[config.mk]
export PLATFORM = sky130hd
export DESIGN_NAME = ex_stage_pipe
export DESIGN_NICKNAME = d
export VERILOG_FILES = /design/src/rtl/ex_stage_pipe.sv
export SDC_FILE = /design/constraint.sdc
export NUM_CORES = 1
export LEC_CHECK = 0
export CORE_ASPECT_RATIO = 0.8
export CORE_MARGIN = 2
export CORE_UTILIZATION = 45
export DETAILED_ROUTE_END_ITERATION = 6
export GPL_TIMING_DRIVEN = 0
export PLACE_DENSITY_LB_ADDON = 0.12
export SYNTH_ARGS = -nofsm -noshare
export SYNTH_HDL_FRONTEND = slang
export SYNTH_SLANG_ARGS = --single-unit
export TNS_END_PERCENT = 20
[constraint.sdc]
create_clock -name clk -period 2.7 [get_ports clk]
set_input_delay 0.675 -clock clk [delete_from_list [all_inputs] [get_ports clk]]
set_output_delay 0.675 -clock clk [all_outputs]
set_load 0.01 [all_outputs]
[src/rtl/ex_stage_pipe.sv]
// Registered MIPS EX stage: ALU, branch target and destination in 1 cycle; mult takes DATA_W+1 cycles.
// Backpressure: in_ready drops while the EX/MEM slot is held unconsumed, a mult is in flight, or on flush.
module ex_stage_pipe #(
  parameter int DATA_W = 32,
  parameter int REG_AW = 5
) (
  input  logic              clk,
  input  logic              reset_n,
  input  logic              flush,
  input  logic              in_valid,
  output logic              in_ready,
  input  logic              reg_dst,
  input  logic              alu_src,
  input  logic [1:0]        alu_op,
  input  logic [DATA_W-1:0] pc_plus4,
  input  logic [DATA_W-1:0] read_data1,
  input  logic [DATA_W-1:0] read_data2,
  input  logic [DATA_W-1:0] sign_ext,
  input  logic [REG_AW-1:0] inst_rt,
  input  logic [REG_AW-1:0] inst_rd,
  input  logic [4:0]        ctrl_in,
  output logic              out_valid,
  input  logic              out_ready,
  output logic [DATA_W-1:0] alu_result,
  output logic [DATA_W-1:0] add_result,
  output logic [DATA_W-1:0] read_data2_out,
  output logic              zero_out,
  output logic [REG_AW-1:0] write_reg,
  output logic [4:0]        ctrl_out,
  output logic              busy
);
  typedef enum logic [1:0] {RUN, MUL, DONE} state_t;
  localparam int CNT_W = $clog2(DATA_W) + 1;

  localparam logic [5:0] F_ADD  = 6'b100000;
  localparam logic [5:0] F_SUB  = 6'b100010;
  localparam logic [5:0] F_AND  = 6'b100100;
  localparam logic [5:0] F_OR   = 6'b100101;
  localparam logic [5:0] F_SLT  = 6'b101010;
  localparam logic [5:0] F_MULT = 6'b011000;

  typedef struct packed {
    logic [DATA_W-1:0] add_result;
    logic [DATA_W-1:0] read_data2;
    logic [REG_AW-1:0] write_reg;
    logic [4:0]        ctrl;
  } side_t;

  state_t            state;
  logic [CNT_W-1:0]  count;
  logic [DATA_W-1:0] mcand;
  logic [DATA_W-1:0] mplier;
  logic [DATA_W-1:0] acc;
  side_t             side;
  side_t             side_nxt;
  logic [DATA_W-1:0] op_b;
  logic [DATA_W-1:0] alu_comb;
  logic [5:0]        funct;
  logic              is_mult;
  logic              accept;

  assign funct    = sign_ext[5:0];
  assign op_b     = alu_src ? sign_ext : read_data2;
  assign is_mult  = (alu_op == 2'b10) && (funct == F_MULT);
  assign in_ready = !flush && (state == RUN) && (!out_valid || out_ready);
  assign accept   = in_valid && in_ready;
  assign busy     = (state == MUL);

  always_comb begin
    side_nxt            = '0;
    side_nxt.add_result = pc_plus4 + (sign_ext << 2);
    side_nxt.read_data2 = read_data2;
    side_nxt.write_reg  = reg_dst ? inst_rd : inst_rt;
    side_nxt.ctrl       = ctrl_in;
  end

  // mult never uses this path; its product comes from the shift-add accumulator
  always_comb begin
    alu_comb = '0;
    case (alu_op)
      2'b01: alu_comb = read_data1 - op_b;
      2'b10: begin
        case (funct)
          F_ADD:   alu_comb = read_data1 + op_b;
          F_SUB:   alu_comb = read_data1 - op_b;
          F_AND:   alu_comb = read_data1 & op_b;
          F_OR:    alu_comb = read_data1 | op_b;
          F_SLT:   alu_comb = {{(DATA_W-1){1'b0}}, ($signed(read_data1) < $signed(op_b))};
          default: alu_comb = '0;
        endcase
      end
      default: alu_comb = read_data1 + op_b;
    endcase
  end

  always_ff @(posedge clk or negedge reset_n) begin
    if (!reset_n) begin
      state          <= RUN;
      count          <= '0;
      mcand          <= '0;
      mplier         <= '0;
      acc            <= '0;
      side           <= '0;
      out_valid      <= 1'b0;
      alu_result     <= '0;
      add_result     <= '0;
      read_data2_out <= '0;
      zero_out       <= 1'b0;
      write_reg      <= '0;
      ctrl_out       <= '0;
    end else if (flush) begin
      state     <= RUN;
      count     <= '0;
      out_valid <= 1'b0;
    end else begin
      if (out_ready) out_valid <= 1'b0;
      case (state)
        RUN: begin
          if (accept && is_mult) begin
            mcand  <= read_data1;
            mplier <= op_b;
            acc    <= '0;
            count  <= '0;
            side   <= side_nxt;
            state  <= MUL;
          end else if (accept) begin
            out_valid      <= 1'b1;
            alu_result     <= alu_comb;
            zero_out       <= (alu_comb == '0);
            add_result     <= side_nxt.add_result;
            read_data2_out <= side_nxt.read_data2;
            write_reg      <= side_nxt.write_reg;
            ctrl_out       <= side_nxt.ctrl;
          end
        end
        MUL: begin
          if (mplier[0]) acc <= acc + mcand;
          mcand  <= mcand << 1;
          mplier <= mplier >> 1;
          count  <= count + 1'b1;
          if (count == CNT_W'(DATA_W - 1)) state <= DONE;
        end
        DONE: begin
          if (!out_valid || out_ready) begin
            out_valid      <= 1'b1;
            alu_result     <= acc;
            zero_out       <= (acc == '0);
            add_result     <= side.add_result;
            read_data2_out <= side.read_data2;
            write_reg      <= side.write_reg;
            ctrl_out       <= side.ctrl;
            state          <= RUN;
          end
        end
        default: state <= RUN;
      endcase
    end
  end
endmodule

== Word level (Yosys, flattened, before mapping) ==
Cells that the tools add are included.
W data, S select, Z words.

* Register bits: 286
* Input port bits: 152
* Output and inout bits: 110
* Word-level logic and storage cells: 113

* Add/subtract/negate cells: 5
* $lt $le $gt $ge: 1
* Equal/unequal tests: 19
* Muxes and demuxes: 49
* Bitwise operators: 3
* Reductions and logical operators: 20

{| class="wikitable"
|+ Operator list
! kind !! number
|-
| $mux W32 || 14
|-
| $pmux W32 S2 || 7
|-
| $pmux W32 S5 || 1
|-
| $add A32 B32 Y32 || 3
|-
| $logic_not A32 Y1 || 2
|-
| $mux W5 || 7
|-
| $and A32 B32 Y32 || 1
|-
| $lt A32 B32 Y1 || 1
|-
| $or A32 B32 Y32 || 1
|-
| $sub A32 B32 Y32 || 1
|-
| $eq A6 B6 Y1 const B || 5
|-
| $pmux W5 S2 || 2
|-
| $eq A6 B5 Y1 const B || 2
|-
| $mux W6 || 2
|-
| $pmux W6 S2 || 1
|-
| $reduce_and A3 Y1 || 3
|-
| $mux W1 || 8
|-
| $mux W2 || 4
|-
| $add A6 B1 Y6 const B || 1
|-
| $ne A2 B2 Y1 const B || 3
|-
| $ne A3 B2 Y1 const B || 2
|-
| $pmux W2 S3 || 1
|-
| $logic_and A1 B1 Y1 || 5
|-
| $reduce_and A5 Y1 || 1
|-
| 13 further kinds || 19
|}

== Depth between registers and ports, before layout ==
* Depth after elaboration: 8
* Gate-level depth with buffers: 16
* Mapped depth without buffers: 15

== Worst setup path after synthesis ==
No wires, ideal clock.

* Path type: input -> register
* Start: in alu_src
* End: reg zero_out
* Setup time: 0.076 ns
* Arrival: 4.433 ns
* Data required time: 2.624 ns
* Path slack: -1.810 ns
* Stages on the path: 15
* Path buffers: 2
* Cell sequence: clkbuf_1 -> buf_1 -> mux2i_1 -> ha_1 -> nor3b_1 -> or3_4 -> a2111oi_2 -> o22a_2 -> a21oi_2 -> a2111oi_4 -> inv_2 -> or4_4 -> nor4_2 -> nand4_1 -> o21ai_1

* Longest elaborated chain between the ends: 8
* Elaborated cells between the ends (all ways): 12
* Classes of those cells: add/sub (2); order compare (1); mux (6); bitwise (2); reduce/logical (1)

{| class="wikitable"
|+ Ends and longest elaborated chain
! what !! RTL line !! source
|-
| start, declared || 13 || <nowiki>input logic alu_src,</nowiki>
|-
| $mux W32 (*) || 63 || <nowiki>assign op_b = alu_src ? sign_ext : read_data2;</nowiki>
|-
| $sub A32 B32 Y32, or another cell as far along || 81, 85 ||
|-
| $pmux W32 S5 || 83 || <nowiki>case (funct)</nowiki>
|-
| $pmux W32 S2 (*) || 80 || <nowiki>case (alu_op)</nowiki>
|-
| $logic_not A32 Y1 (*) || 129 || <nowiki>zero_out <= (alu_comb == '0);</nowiki>
|-
| $mux W1 (*) || 126 || <nowiki>end else if (accept) begin</nowiki>
|-
| $mux W1 (*) || 119 || <nowiki>if (accept && is_mult) begin</nowiki>
|-
| $pmux W1 S2 (*) || 117 || <nowiki>case (state)</nowiki>
|-
| end signal, assigned || 129 ||
|-
| end signal, assigned || 147 || <nowiki>zero_out <= (acc == '0);</nowiki>
|-
| end, declared || 27 || <nowiki>output logic zero_out,</nowiki>
|}

Every way passes the cells marked *; elsewhere a longest branch is shown, timed or not. The select of a mux whose other input is x is not followed.
A chain may end at the register's enable or synchronous reset.

== Final worst setup path ==
Same ends and word-level chain as after synthesis.

==> results.md <==
STA:
- The maximum clock skew at final layout is 0.0253 ns.
- The worst path uses 148% of the clock period.
- The transition at the pin with the smallest max-transition slack is 0.965 ns.
- Hold timing on the final database bottoms out at a slack of 0.0298 ns.
- Once routing completed, OpenROAD measured the worst setup slack at -1.29 ns.
- The max-slew violation count was 0.
- Counting I/O delays and the setup requirement, the final critical path takes 3.99 ns.
- Headroom to the max-slew limit came out at 35.7%.
- Timing would allow up to 251 MHz.
- Setup repair after global routing could not meet its margin everywhere.
- Setup violations remaining at the end of the flow were counted as 88.
- The hold violation count in the final report is 0.

Setup path:
- The endpoint required time on the critical path is 3.18 ns.
- The startpoint identified for the worst register-to-register timing path is mcand[0]$_DFFE_PN0P_.
- The worst-case register-to-register setup slack is -0.28 ns.
- The number of buffer and inverter instances along the worst setup path is 4.
- The startpoint type of the worst setup path is a primary input.
- The worst register-to-register path ends at acc[28]$_DFFE_PN0P_.
- The worst reg2reg path depth is 14.
- STA classifies the critical path endpoint as a flop.
- On the critical path, the stage with the largest delay is an instance of or4_4.
- The largest stage delay on the critical path is 0.53 ns.
- The largest fanout on the critical path is 8.
- The worst setup path is of the primary input to flop kind.
- Traced cell by cell, the critical path runs through clkbuf_16, buf_16, buf_12, mux2i_4, buf_6, ha_4, nor2_4, a2111o_1, a211oi_4, o21ai_2, a211oi_2, xnor2_2, o221ai_2, or4_4, nor4_4, nand4_1, o21ai_1.
- The dominant delay contributor by cell family on the critical path is compound AO/OA/AOI/OAI gates.
- STA puts the critical path data arrival time at 4.48 ns.

Detailed routing:
- After detailed routing, the total wire length is 88900 um.
- The average routed wire per standard cell is 23.9 um.
- Before antenna repair, the detailed router went through 6 iterations.
- The detailed router placed 22324 vias in this run.
- The DRC violation count after routing is 0.
- The initial detailed-routing violation count is 2460.
- The number of nets with antenna violations after detailed routing is 0.
- The via density per instance is 6.00.

Yosys:
- For this run, the number of Yosys warnings is 0.
- The top cell type by area accounts for 34.1% of the synthesized area.
- The proportion of synthesized chip area in sequential cells is 34.1%.
- The post-synthesis cell type count is 98.
- The number of synthesized register bits is 286.
- After technology mapping, the gate count stands at 2619.
- The mapped cell area is 0.0210 mm2.
- The synthesized design contains 0 enable-type register cells.
- By instance count, the leading cell after synthesis is nand2_1.
- Sorting the synthesized cells by area gives the leading types as dfrtp_1 (34%), ha_1 (10%), nand2_1 (9.1%), a21oi_1 (5.0%), nor2_1 (4.9%).
- The largest total area in the synthesized netlist belongs to dfrtp_1.
- Each instance of the synthesized netlist takes up on average 8.01 um2.
- When the netlist entered floorplanning its net count stood at 2950.
- The commonest cells after synthesis are nand2_1 (508), dfrtp_1 (286), nor2_1 (276), a21oi_1 (211), ha_1 (175).
- For this run, the leading register cell type out of synthesis is dfrtp_1.
- Of all flip-flops after synthesis, the portion carrying an async set or reset was 100%.

GRT:
- The number of antenna violations at the first check in global routing is 3.
- The first-pass GRT wire length is 129000 um.
- For this run, the total global-route usage over all layers was measured as 35.2%.
- The largest net degree at the start of global routing is 121.
- Global routing finished with a remaining overflow of 0.
- The number of global-route vias before repair is 20710.

Place:
- During placement, the flow inserted port buffers numbering 259.
- The placer's final routability congestion estimate is 0.966.
- The half-perimeter wire length after detailed placement is 65500 um.

Die:
- The height of the die is 197 um.
- In this run the standard cell core region covers 0.0459 mm2.
- The die covers 0.0484 mm2.
- In this run the count of I/O pins placed on the die edge is 262.
- The floorplan has 70 rows.
- For this configuration, the core starts out at a cell density of 45.7%.
- The die is 245 um wide.

Final layout:
- The number of flip-flops in the largest register is 74.
- The synthesis-to-layout area growth is 42.3%.
- The register name with the most flops is side.
- The count of nets after finishing is 3409.
- The layout filler cell count is 3899.
- The post-route netlist has 22.0% of its cells at a drive strength greater than 1.
- Cells fill 65.0% of the core in the end.

Power and ir drop:
- The proportion of total power due to net switching is 35.1%.
- The internal power of the cells totals 10.2 mW.
- For this design the total switching power over the nets is 5.53 mW.
- IR analysis of the VDD net gives a maximum drop of 0.505 mV.
- The share of total power dissipated in combinational logic is 37.7%.
- For this design the ratio of total power to cell area is 529 mW/mm2.
- The fraction of power consumed by the clock network is 30.1%.
- The portion of total power attributed to sequential cells is 32.2%.
- The total leakage power is 13.5 nW.

Clocking:
- The insertion delay of the later-clocked pin in the worst-skew pair is 0.57 ns.
- The maximum buffer depth of the clock tree is 3.
- The clock slew seen by the registers of the worst setup and hold paths is 0.06 ns.
- The total number of H-tree levels is 2.
- TritonCTS built the clock tree.
- The CTS buffer count is 34.
- The master cell of the clock root buffer is clkbuf_16.
- The count of clock tree sinks is 286.

Outcome:
- The run finished, with violations left.
- The final reports fail on setup timing.

Flow run:
- The count of max-cap constraint violations is 0.

Worst hold path:
- The worst min-delay path class is primary input to async pin.
logic make-up after synthesis:
family / count (synthesis) / synth area share, %
buffers and inverters: 255 / 4.82
XOR/XNOR: 82 / 3.43
flip-flops: 286 / 34.1
AND/OR/NAND/NOR: 1014 / 21.2
adder cells (fa/ha/maj): 179 / 10.8
AO/OA/AOI/OAI: 736 / 22.4
multiplexers: 67 / 3.22
placed cells by master (no fill, tap or decap), types with 34 or more instances in the layout:
cell             synthesis  final
o21ai_0                161    114
clkbuf_1               120     68
clkdlybuf4s50_1          0    186
mux2i_1                 63     34
clkbuf_16                0     38
a31oi_1                 93     83
xnor2_1                 57     48
o21ai_1                  4     38
a21o_1                  40     39
clkbuf_2                 0     35
dfrtp_1                286    283
a21oi_2                  2     34
a21oi_1                211    174
buf_4                    0    131
inv_1                  111    101
ha_4                     0     45
nand2_1                508    504
ha_1                   175    114
nor2_1                 276    259
buf_6                    2     39
metrics by stage:
| step | power [mW] | cells | setup slack, ns | instance area, um2 | setup TNS, ns |
|---|---|---|---|---|---|
| after floorplan | 7.57 | 2619 | -1.26 | 21200 | -28.08 |
| after global routing | 16.4 | 3717 | -1.36 | 29800 | -38.00 |
| after CTS | 15.3 | 3664 | -1.27 | 28500 | -31.52 |
| after detailed placement | 9.72 | 3492 | -2.95 | 24600 | -422.53 |
| after global placement | 9.67 | 3490 | -11.44 | 24600 | -3693.70 |
| final | 15.8 | 3720 | -1.29 | 29800 | -27.49 |
routing by layer:
| layer | part of all wire, % | global-route usage (%) | up-vias |
|---|---|---|---|
| met5 | 0 | 0 | - |
| met4 | 3.4 | 11.8 | 0 |
| met3 | 9.4 | 7.50 | 160 |
| met2 | 42 | 49.8 | 1084 |
| met1 | 45 | 53.0 | 10962 |
| li1 | - | - | 10118 |
worst reg2reg max path, cell delays in order (launching register included):
cell,delay [ns]
dfrtp_1,0.43
ha_2,0.23
fa_2,0.36
a21o_1,0.19
a21oi_2,0.15
nor2b_2,0.07
o2111a_2,0.29
nor3b_4,0.22
o21ai_2,0.09
and4_4,0.20
nor3_4,0.15
buf_4,0.15
nor3_2,0.04
xnor2_1,0.13
a22o_1,0.17
how the worst max path moves through the flow:
stage               cells past startpoint         from                       to  slack [ns]
floorplan                              15      alu_src     zero_out$_DFFE_PN0P_       -1.26
global placement                        1      reset_n  ctrl_out[0]$_DFFE_PN0P_      -11.44
detailed placement                     12  sign_ext[2]     zero_out$_DFFE_PN0P_       -2.95
CTS                                    15      alu_src     zero_out$_DFFE_PN0P_       -1.27
global route                           16      alu_src     zero_out$_DFFE_PN0P_       -1.36
finish                                 17      alu_src     zero_out$_DFFE_PN0P_       -1.29
what timing repair did:
action                                  CTS  global route
pin swaps                               132           108
hold buffers                              0             0
hold endpoints to repair                  0             0
cloned                                    0             0
buffers inserted                        120            53
endpoints found under the setup margin  287           229
gates resized for setup                 471           293
final cells by class:
cell class	instances	area [um2]	share of cell area (%)
multi-input cells	2078	15300	51.4
flip-flops and latches	286	7160	24.0
repair buffers	431	4160	13.9
clock buffers	49	988	3.31
plain buffers	135	837	2.81
well taps	612	766	2.57
inverters	112	424	1.42
clock inverters	11	138	0.461
diodes	6	15.0	0.0503
power groups by stage:
stage          logic (mW)  registers [mW]  clock network, mW
2_1_floorplan        2.33            5.23                  0
5_1_grt              6.31            5.14               4.97
4_1_cts              5.37            5.08               4.80
3_3_place_gp         4.52            5.15                  0
6_report             5.94            5.08               4.75
3_5_place_dp         4.57            5.15                  0
No activity file was read; power rests on OpenSTA's default activity.
